<file path="config.mk">
export PLATFORM = sky130hd
export DESIGN_NAME = seg7_scan_mux
export DESIGN_NICKNAME = d
export VERILOG_FILES = /design/src/rtl/seg7_scan_mux.sv
export SDC_FILE = /design/constraint.sdc
export NUM_CORES = 1
export LEC_CHECK = 0
export CAP_MARGIN = 10
export CORE_ASPECT_RATIO = 1.1
export CORE_MARGIN = 3
export CORE_UTILIZATION = 43
export DETAILED_ROUTE_END_ITERATION = 10
export PLACE_DENSITY_LB_ADDON = 0.05
export SLEW_MARGIN = 40
export SYNTH_ARGS = -nofsm -noshare
export SYNTH_HDL_FRONTEND = slang
export SYNTH_SLANG_ARGS = --single-unit
</file>
<file path="constraint.sdc">
create_clock -name clk -period 2.8 [get_ports clk]
set_input_delay 0.84 -clock clk [delete_from_list [all_inputs] [get_ports clk]]
set_output_delay 0.84 -clock clk [all_outputs]
set_load 0.01 [all_outputs]
</file>
<file path="src/rtl/seg7_scan_mux.sv">
// seg7_scan_mux: multi-digit 7-segment scan driver.
// Latches N_DIGITS nibbles with per-digit blank/blink flags on a load strobe,
// then time-multiplexes them onto one shared segment bus with one-hot anode
// enables, a dark dead-time at the start of every slot, and hardware blink.
module seg7_scan_mux #(
  parameter int N_DIGITS     = 4,
  parameter int SCAN_DIV     = 50000,
  parameter int DEAD_CYC     = 2,
  parameter int BLINK_FRAMES = 100
) (
  input  logic                    clk,
  input  logic                    rst_n,
  input  logic                    load,
  input  logic [4*N_DIGITS-1:0]   digits_in,
  input  logic [N_DIGITS-1:0]     blank_in,
  input  logic [N_DIGITS-1:0]     blink_in,
  input  logic                    hex_mode,
  output logic [6:0]              seg,
  output logic [N_DIGITS-1:0]     an,
  output logic                    frame
);

  localparam int IDX_W = (N_DIGITS > 1) ? $clog2(N_DIGITS) : 1;
  localparam int PS_W  = (SCAN_DIV > 1) ? $clog2(SCAN_DIV) : 1;
  localparam int FC_W  = (BLINK_FRAMES > 1) ? $clog2(BLINK_FRAMES) : 1;

  localparam logic [PS_W-1:0]  PS_LAST  = PS_W'(SCAN_DIV - 1);
  localparam logic [PS_W-1:0]  PS_DEAD  = PS_W'(DEAD_CYC);
  localparam logic [IDX_W-1:0] IDX_LAST = IDX_W'(N_DIGITS - 1);
  localparam logic [FC_W-1:0]  FC_LAST  = FC_W'(BLINK_FRAMES - 1);

  // Scan timing state
  logic [PS_W-1:0]  prescaler_q, prescaler_d;
  logic [IDX_W-1:0] idx_q, idx_d;
  logic             frame_q, frame_d;
  logic [FC_W-1:0]  fcnt_q, fcnt_d;
  logic             phase_q, phase_d;   // 1 = blinking digits visible

  // Shadow copies of the display contents
  logic [4*N_DIGITS-1:0] digits_q, digits_d;
  logic [N_DIGITS-1:0]   blank_q, blank_d;
  logic [N_DIGITS-1:0]   blink_q, blink_d;

  // Registered pin drivers
  logic [6:0]          seg_q, seg_d;
  logic [N_DIGITS-1:0] an_q, an_d;

  // Per-slot selections from the shadow registers
  logic                tick;
  logic                wrap;
  logic [3:0]          cur_nib;
  logic                cur_blank;
  logic                cur_blink;
  logic [N_DIGITS-1:0] cur_onehot;
  logic                dark;

  // Nibble to segment pattern; values 10..15 only light up in hex mode.
  function automatic logic [6:0] decode(input logic [3:0] v, input logic hex);
    logic [6:0] s;
    case (v)
      4'h0: s = 7'b1111110;
      4'h1: s = 7'b0110000;
      4'h2: s = 7'b1101101;
      4'h3: s = 7'b1111001;
      4'h4: s = 7'b0110011;
      4'h5: s = 7'b1011011;
      4'h6: s = 7'b1011111;
      4'h7: s = 7'b1110000;
      4'h8: s = 7'b1111111;
      4'h9: s = 7'b1111011;
      4'hA: s = 7'b1110111;
      4'hB: s = 7'b0011111;
      4'hC: s = 7'b1001110;
      4'hD: s = 7'b0111101;
      4'hE: s = 7'b1001111;
      default: s = 7'b1000111;
    endcase
    if (!hex && (v > 4'd9)) begin
      s = 7'b0000000;
    end
    return s;
  endfunction

  // Select the current digit's nibble, flags and anode position
  always_comb begin
    cur_nib    = 4'h0;
    cur_blank  = 1'b0;
    cur_blink  = 1'b0;
    cur_onehot = '0;
    for (int k = 0; k < N_DIGITS; k++) begin
      if (idx_q == IDX_W'(k)) begin
        cur_nib       = digits_q[4*k +: 4];
        cur_blank     = blank_q[k];
        cur_blink     = blink_q[k];
        cur_onehot[k] = 1'b1;
      end
    end
  end

  // Next-state: prescaler, digit index, frame pulse, blink timing, shadow, outputs
  always_comb begin
    tick = (prescaler_q == PS_LAST);
    wrap = tick && (idx_q == IDX_LAST);

    prescaler_d = tick ? '0 : prescaler_q + 1'b1;

    idx_d = idx_q;
    if (tick) begin
      idx_d = wrap ? '0 : idx_q + 1'b1;
    end

    frame_d = wrap;

    // Blink phase flips once every BLINK_FRAMES completed scans
    fcnt_d  = fcnt_q;
    phase_d = phase_q;
    if (wrap) begin
      if (fcnt_q == FC_LAST) begin
        fcnt_d  = '0;
        phase_d = ~phase_q;
      end else begin
        fcnt_d = fcnt_q + 1'b1;
      end
    end

    // A load never touches scan position; coincident with tick the new data
    // is already in place for the following slot.
    digits_d = load ? digits_in : digits_q;
    blank_d  = load ? blank_in  : blank_q;
    blink_d  = load ? blink_in  : blink_q;

    // Outputs reflect the current prescaler/idx and appear one cycle later
    dark = (prescaler_q < PS_DEAD) || cur_blank || (cur_blink && !phase_q);
    if (dark) begin
      seg_d = 7'b0000000;
      an_d  = '0;
    end else begin
      seg_d = decode(cur_nib, hex_mode);
      an_d  = cur_onehot;
    end
  end

  // State and output registers; reset clears everything, blink starts visible
  always_ff @(posedge clk or negedge rst_n) begin
    if (!rst_n) begin
      prescaler_q <= '0;
      idx_q       <= '0;
      frame_q     <= 1'b0;
      fcnt_q      <= '0;
      phase_q     <= 1'b1;
      digits_q    <= '0;
      blank_q     <= '0;
      blink_q     <= '0;
      seg_q       <= 7'b0000000;
      an_q        <= '0;
    end else begin
      prescaler_q <= prescaler_d;
      idx_q       <= idx_d;
      frame_q     <= frame_d;
      fcnt_q      <= fcnt_d;
      phase_q     <= phase_d;
      digits_q    <= digits_d;
      blank_q     <= blank_d;
      blink_q     <= blink_d;
      seg_q       <= seg_d;
      an_q        <= an_d;
    end
  end

  assign seg   = seg_q;
  assign an    = an_q;
  assign frame = frame_q;

endmodule
</file>
==> summary.md, run 1 <==
| Metric | Value |
|---|---|
| Number of vias in the routed layout | `2075` |
| Detail-routed net length per standard cell | `between 10 and 15 µm` |
| Total congestion overflow after global routing | `0` |
| Top post-synthesis cells by area | `sky130_fd_sc_hd__dfrtp_1 (50%), sky130_fd_sc_hd__mux2_2 (8.5%), sky130_fd_sc_hd__ha_1 (5.0%), sky130_fd_sc_hd__nor2_1 (2.6%), sky130_fd_sc_hd__xnor2_1 (2.6%)` |
| Warning count from the yosys run | `0` |
| Pin count of the biggest net entering global routing | `63` |
| Setup TNS | `0 ns` |
| Number of synthesized register bits | `62` |
| Reg-to-reg critical path startpoint | `idx_q[0]` |
| Leakage power total | `1.61 nW` |
| Switch share | `24.8%` |
| Total Die Area | `8100 µm²` |
| Number of cells in the design after placement | `380` |
| Dpl cell area | `3510 µm²` |
| Worst path arrival time | `2.82 ns` |
| Most used flip-flop cell after synthesis | `sky130_fd_sc_hd__dfrtp_1` |
| Total length of routed wires | `roughly 6000 µm` |
| Cell type contributing the most total cell area after synthesis | `sky130_fd_sc_hd__dfrtp_1` |
| Antenna diode count | `0` |
| Setup crit start | `idx_q[0]` |
| Fraction of final layout cells with drive strength greater than 1 | `between 10% and 20%` |
| Post-CTS Setup Inserts | `0` |
| Number of cells upsized or downsized after cts | `0` |
| Crit path capture type | `flip-flop` |
| Iteration-0 DRC count of the detailed router | `48` |
| Max VDD drop | `between 0.2 and 0.25 mV` |
| Maximum net fanout on the critical path | `7` |
| Via/cell ratio | `roughly 5.3` |
| Number of buffers inserted by port buffering | `39` |
| Core Rows | `31` |
| Core Area | `6710 µm²` |
| Number of standard cells in the final layout excluding fillers | `395` |
| RSZ-0062 raised after global routing | `no` |
| Die width | `86.1 µm` |
| Clock buffers created by TritonCTS | `9` |
| Proportion of power drawn by combinational gates | `12.2%` |
| Iteration count of the initial detailed-routing pass | `4` |
| Ys async rst share | `100%` |
| Final net count | `349` |
| Slew of the pin with the lowest slew margin | `0.568 ns` |
| Final Hold Vio Count | `0` |
| Clock root cell | `sky130_fd_sc_hd__clkbuf_8` |
| Area grow syn2layout | `21.5%` |
| Remaining number of nets flagged by the antenna check after routing | `0` |
| Synthesized instance count | `about 260` |
| End-of-flow core utilization | `~55%` |
| Post-synthesis sequential area ratio | `51.2%` |
| Time the worst path needs with I/O delays and setup | `2.59 ns` |
| Slack of the critical path | `roughly 0.21 ns` |
| RD Place Congestion | `roughly 0.8` |
| DP HPWL | `4200 µm` |
| Later-pin clock latency in the skew report | `0.33 ns` |
| Result of the run | `finished, final reports clean` |
| Worst max-slew margin expressed relative to the limit | `~62%` |
| Tot GR Track Use | `16.0%` |
| Antenna violations before repair | `0` |
| Top cells by instance count after synthesis | `sky130_fd_sc_hd__dfrtp_1 (61), sky130_fd_sc_hd__mux2_2 (23), sky130_fd_sc_hd__nor2_1 (21)` |
| Min-Delay Path Class | `reg -> reg` |
| Netlist Area Pre-Place | `roughly 3000 µm²` |
| Number of fillers in the final layout | `~610` |
| CTS tree | `yes` |
| Clock power frac | `a little under two fifths` |
| Vias in the first global route | `2089` |
| Most frequent cell after synthesis | `sky130_fd_sc_hd__dfrtp_1` |
| Number of ports placed on the die boundary | `40` |
| Number of pins with negative max-slew slack in the final report | `0` |
| Required time worst endpoint | `3.03 ns` |
| Minimum setup slack after placement | `0.232 ns` |
| Startpoint class of the critical path | `flip-flop` |
| Starting density of the core | `between 40% and 50%` |
| Syn avg cell area | `11.5 µm²` |
| Hold_ws | `0.490 ns` |
| Wire length of the first global-routing pass | `10200 µm` |
| Setup-failing EPs final | `0` |
| Beginning of the worst hold path | `prescaler_q[0]` |
| Number of nets produced by synthesis | `303` |
| Max clock buf depth | `2` |
| CTS clock-pin slew for the worst setup and hold paths | `0.07 ns` |
| Portion of the clock cycle consumed by the worst path in the final layout | `roughly 93%` |
| Setup CP Type | `reg -> reg` |
| Count of distinct cell types in the synthesized netlist | `53` |
| Overall power consumption | `1.90 mW` |
| Sink Count | `62` |
| Count of flip-flops with a built-in enable after synthesis | `0` |
| H-tree lvl count | `3` |
| Layout Cell Area excl Fill | `3690 µm²` |
| Share of power burned in registers | `50.9%` |
| Total internal power | `1.43 mW` |
| Number of max-cap violations | `0` |
| Chip Height | `94.1 µm` |
| Switching power | `approximately 0.47 mW` |
| DRC | `0` |
| Power density over the cells | `515 nW/µm²` |
| Share of Yosys cell area claimed by the top area cell type | `about half` |
| Worst setup skew after layout | `just over 0.008 ns` |
| Number of buffers added to fix hold violations after cts | `0` |
| Maximum operating frequency | `approximately 0.39 GHz` |
cells by family after synthesis:
logic type               after synthesis  synth area share (%)
AO/OA/AOI/OAI                         40                  10.9
XOR/XNOR                              18                  5.20
adder cells (fa/ha/maj)               12                  4.95
buffers and inverters                 20                  3.18
flip-flops                            62                  51.2
multiplexers                          25                  9.20
AND/OR/NAND/NOR                       86                  15.3
placed cells by master, fill, tap and decap left out, types with 3 or more instances in the layout:
cell type | netlist | routed
sky130_fd_sc_hd__nand3_1 | 11 | 11
sky130_fd_sc_hd__o21ai_0 | 12 | 12
sky130_fd_sc_hd__clkdlybuf4s50_1 | 0 | 38
sky130_fd_sc_hd__nor2b_1 | 6 | 6
sky130_fd_sc_hd__a221oi_1 | 3 | 3
sky130_fd_sc_hd__dfrtp_1 | 61 | 61
sky130_fd_sc_hd__nand4_1 | 6 | 6
sky130_fd_sc_hd__nor3_1 | 3 | 3
sky130_fd_sc_hd__nand2b_1 | 3 | 3
sky130_fd_sc_hd__mux2_2 | 23 | 23
sky130_fd_sc_hd__xnor2_1 | 9 | 9
sky130_fd_sc_hd__and3_1 | 6 | 6
sky130_fd_sc_hd__clkinv_2 | 0 | 3
sky130_fd_sc_hd__a211oi_1 | 4 | 4
sky130_fd_sc_hd__inv_1 | 12 | 12
sky130_fd_sc_hd__nor2_1 | 21 | 21
sky130_fd_sc_hd__buf_4 | 1 | 3
sky130_fd_sc_hd__nand2_1 | 15 | 15
sky130_fd_sc_hd__ha_1 | 12 | 12
sky130_fd_sc_hd__xor2_1 | 9 | 9
sky130_fd_sc_hd__clkbuf_8 | 0 | 11
final timing paths:
| kind | cells past startpoint | slack (ns) | end |
|---|---|---|---|
| min in group asynchronous | 2 | 0.51 | prescaler_q[15] |
| worst min register to register | 1 | 0.49 | prescaler_q[0] |
| worst max-delay path | 11 | 0.21 | seg[0] |
| worst max register to register | 11 | 0.21 | seg[0] |
| max in group asynchronous | 2 | 1.99 | phase_q |
| worst min-delay path | 1 | 0.49 | prescaler_q[0] |
worst max-delay path, stage by stage (launching register included):
cell,delay [ns]
sky130_fd_sc_hd__dfrtp_1,0.38
sky130_fd_sc_hd__inv_1,0.09
sky130_fd_sc_hd__ha_1,0.25
sky130_fd_sc_hd__nor2b_1,0.17
sky130_fd_sc_hd__a221o_1,0.32
sky130_fd_sc_hd__a22o_1,0.25
sky130_fd_sc_hd__inv_1,0.14
sky130_fd_sc_hd__ha_1,0.24
sky130_fd_sc_hd__nor2_1,0.06
sky130_fd_sc_hd__nor2_1,0.16
sky130_fd_sc_hd__o311ai_4,0.16
sky130_fd_sc_hd__a221oi_1,0.28
power by group through the flow:
stage          clock network [mW]  logic [mW]  registers (mW)
2_1_floorplan                   0       0.119           0.981
3_3_place_gp                    0       0.233           0.984
3_5_place_dp                    0       0.232           0.985
4_1_cts                     0.724       0.234           0.968
5_1_grt                     0.762       0.256           0.972
6_report                    0.700       0.231           0.967
registers in the layout, summed over array words and instances, names as in the netlist:
| register | count |
|---|---|
| blink_q | 4 |
| idx_q | 2 |
| prescaler_q | 16 |
| frame | 1 |
| fcnt_q | 7 |
| phase_q | 1 |
| digits_q | 16 |
| blank_q | 4 |
| seg | 7 |
| an | 4 |
cell type report:
class	count	area (µm²)	area share [%]
clock buffers	11	151	4.11
clock inverters	4	22.5	0.611
inverters	12	45.0	1.22
multi-input cells	181	1380	37.5
flip-flops and latches	62	1550	42.1
well taps	82	103	2.78
repair buffers	43	428	11.6
metal layers:
layer	share of wire, %	global-route usage, %	vias up
met5	0	0	-
met4	2.1	7.52	0
met3	4.4	4.04	11
met2	44	22.7	37
met1	50	22.7	995
li1	-	-	1032
(Power assumes the default switching activity.)
==> run 2, diff against run 1 <==
CORE_MARGIN = 2   (was 3)
clock period = 2.69 ns   (was 2.8 ns; I/O delays follow)
==> run 2 against run 1 <==
  * Die area is 4.4% lower
  * Sequential share of layout area is 1.4 points lower
  * Register-to-register slack worse by 0.05 ns
  * Sequential power is 4% higher
  * Count of clock-buffer cells in the layout stayed put
  * Setup slack worse by 0.048 ns
  * Fmax is 2.4% higher
  * Non-clock buffer count is 4 higher
  * Clock power is 44% higher
  * Flip-flop and latch count stayed put
  * Combinational power is 9% higher
  * Final cell count is 2.0% higher
==> summary.md, run 2 (same netlist as run 1, synthesis figures left out) <==
| Metric | Value |
|---|---|
| Most common cell after layout, fill and taps aside | `sky130_fd_sc_hd__dfrtp_1` |
| Startpoint class of the critical path | `flip-flop` |
| Global routing usage on met2 | `29.0% (+6.3 points)` |
| Worst path arrival time | `2.77 ns (-0.05 ns)` |
| Worst setup skew after layout | `0.0101 ns (+0.00208 ns)` |
| Number of max-cap violations | `0 (unchanged)` |
| Total Die Area | `7740 µm² (-4.4%)` |
| Pin count of the biggest net entering global routing | `27 (-57%)` |
| Number of buffers inserted by port buffering | `39 (unchanged)` |
| Slew of the pin with the lowest slew margin | `0.516 ns (-0.0520 ns)` |
| Maximum operating frequency | `0.395 GHz (+2.4%)` |
| Min-Delay Path Class | `in -> async` |
| Setup slack of the worst register-to-register path | `0.16 ns (-0.05 ns)` |
| Fraction of final layout cells with drive strength greater than 1 | `21.7% (+4.1 points)` |
| CTS tree | `yes` |
| Worst max-slew margin expressed relative to the limit | `65.6% (+3.5 points)` |
| Area grow syn2layout | `25.9%` |
| Total length of routed wires | `6090 µm (+3.0%)` |
| Remaining number of nets flagged by the antenna check after routing | `0 (unchanged)` |
| Portion of the clock cycle consumed by the worst path in the final layout | `94.1% (+1.5 points)` |
| Iteration-0 DRC count of the detailed router | `43 (-10%)` |
| DRC | `0 (unchanged)` |
| DP HPWL | `4520 µm (+7.5%)` |
| Dpl cell area | `3520 µm² (+0.18%)` |
| Reg-to-reg critical path startpoint | `idx_q[0]` |
| Sink Count | `62 (unchanged)` |
| Required time worst endpoint | `2.93 ns (-0.10 ns)` |
| Biggest regs | `digits_q (16), prescaler_q (16)` |
| Met3 Use GR | `4.32% (+0.29 points)` |
| Max clock buf depth | `2 (unchanged)` |
| Overall power consumption | `2.27 mW (+20%)` |
| Layout Cell Area excl Fill | `3820 µm² (+3.6%)` |
| Core Area | `6930 µm² (+3.2%)` |
| Die width | `84.1 µm (-2.3%)` |
| Via/cell ratio | `5.33 (+1.6%)` |
| Crit path capture type | `flip-flop` |
| Time the worst path needs with I/O delays and setup | `2.53 ns (-0.0616 ns)` |
| Setup-failing EPs final | `0 (unchanged)` |
| Clock buffers created by TritonCTS | `9 (unchanged)` |
| Capture instance of the worst register-to-register path | `seg[1]` |
| Max VDD drop | `0.294 mV (+19%)` |
| Highest-count cells in the layout ignoring fill and taps | `sky130_fd_sc_hd__dfrtp_1 (61), sky130_fd_sc_hd__clkdlybuf4s50_1 (38), sky130_fd_sc_hd__mux2_2 (23), sky130_fd_sc_hd__nor2_1 (20), sky130_fd_sc_hd__nand2_1 (15)` |
| Clock root cell | `sky130_fd_sc_hd__clkbuf_8` |
| Hold_ws | `0.419 ns (-0.0717 ns)` |
| Total congestion overflow after global routing | `0 (unchanged)` |
| Maximum net fanout on the critical path | `7 (unchanged)` |
| Number of pins with negative max-slew slack in the final report | `0 (unchanged)` |
| Final net count | `353 (+1.1%)` |
| Detail-routed net length per standard cell | `15.1 µm (+0.97%)` |
| CTS clock-pin slew for the worst setup and hold paths | `0.08 ns (about the same)` |
| Starting density of the core | `43.8% (-1.4 points)` |
| Final Hold Vio Count | `0 (unchanged)` |
| Setup crit start | `idx_q[0]` |
| Core Rows | `32 (+3.2%)` |
| Result of the run | `finished, final reports clean` |
| Layer with the highest usage | `met2` |
| Vias in the first global route | `2203 (+5.5%)` |
| Number of standard cells in the final layout excluding fillers | `403 (+2.0%)` |
| Number of buffers added to fix hold violations after cts | `0 (unchanged)` |
| H-tree lvl count | `3 (unchanged)` |
| Chip Height | `92.1 µm (-2.1%)` |
| Number of cells in the design after placement | `385 (+1.3%)` |
| Wire length of the first global-routing pass | `10400 µm (+2.8%)` |
| Antenna diode count | `0 (unchanged)` |
| RD Place Congestion | `0.928 (+16%)` |
| Tot GR Track Use | `17.4% (+1.4 points)` |
| Setup CP Type | `reg -> reg` |
| Number of vias in the routed layout | `2150 (+3.6%)` |
| Met1 layer usage reported by global route | `20.6% (-2.1 points)` |
| Setup TNS | `0 ns (unchanged)` |
| Number of ports placed on the die boundary | `40 (unchanged)` |
| Antenna violations before repair | `0 (unchanged)` |
| Later-pin clock latency in the skew report | `0.34 ns (about the same)` |
| Power density over the cells | `595 nW/µm² (+16%)` |
| Last element of the critical path | `seg[1]` |
| Leakage power total | `1.66 nW (+2.8%)` |
| Iteration count of the initial detailed-routing pass | `4 (unchanged)` |
| R2R depth | `12 (+1)` |
==> run 2: changes by cell type in the layout (fill, tap and decap cells not counted), sizes merged <==
cell and change:
buf +4, clkinv -2, bufinv +3
==> run 2: metal layers <==
layer  wire, µm  vias to the layer above
met2       3050                       48
met3        224                       17
li1           -                     1039
met4        196                        0
met1       2610                     1046
met5          0                        -
==> run 2: final cells by class <==
class / instances / area [µm²]
clock buffers: 11 / 141
clock inverters: 5 / 106
fillers: 617 / 3110
inverters: 12 / 45.0
multi-input cells: 181 / 1420
flip-flops and latches: 62 / 1550
well taps: 85 / 106
repair buffers: 47 / 445
==> run 2: timing repair <==
| item | CTS | global route |
|---|---|---|
| gates resized for setup | 0 | 10 |
| setup endpoints to repair | 0 | 7 |
| buffers inserted | 0 | 2 |
| endpoints found under the hold margin | 0 | 0 |
==> run 2: power breakdown <==
group | internal, mW | total [mW] | switching, mW
registers | 0.981 | 1.01 | 0.0247
clock network | 0.643 | 1.01 | 0.371
logic | 0.136 | 0.251 | 0.115
==> run 2: how the worst min path moves through the flow <==
stage / depth (start not counted) / start / to
finish: 1 / rst_n / fcnt_q[5]
CTS: 1 / rst_n / fcnt_q[5]
detailed placement: 1 / prescaler_q[7] / prescaler_q[7]
global placement: 1 / fcnt_q[4] / fcnt_q[4]
global route: 1 / rst_n / blink_q[3]
floorplan: 1 / prescaler_q[0] / prescaler_q[0]
==> run 2: critical path, stage by stage, from the launching register on <==
cell,delay [ns]
sky130_fd_sc_hd__dfrtp_1,0.38
sky130_fd_sc_hd__inv_1,0.10
sky130_fd_sc_hd__ha_2,0.22
sky130_fd_sc_hd__nor2b_1,0.16
sky130_fd_sc_hd__a221o_1,0.34
sky130_fd_sc_hd__a22o_4,0.25
sky130_fd_sc_hd__inv_2,0.08
sky130_fd_sc_hd__ha_2,0.22
sky130_fd_sc_hd__nor2_1,0.06
sky130_fd_sc_hd__nor2_2,0.12
sky130_fd_sc_hd__o311ai_4,0.11
sky130_fd_sc_hd__buf_4,0.19
sky130_fd_sc_hd__a221oi_1,0.20
==> run 2: metrics by stage <==
step                      setup slack (ns)  utilization [%]
after CTS                           0.0750             54.4
after detailed placement            0.0837             50.8
after floorplan                      0.350                -
after global routing              -0.00369             55.1
after global placement               0.201             50.8
final                                0.158             55.1
==> run 3, diff against run 2 <==
CTS_CLUSTER_DIAMETER = 200   (was default)
==> results of run 3 <==
Same layout as run 2: the final DEF is identical, and so are final timing and power.
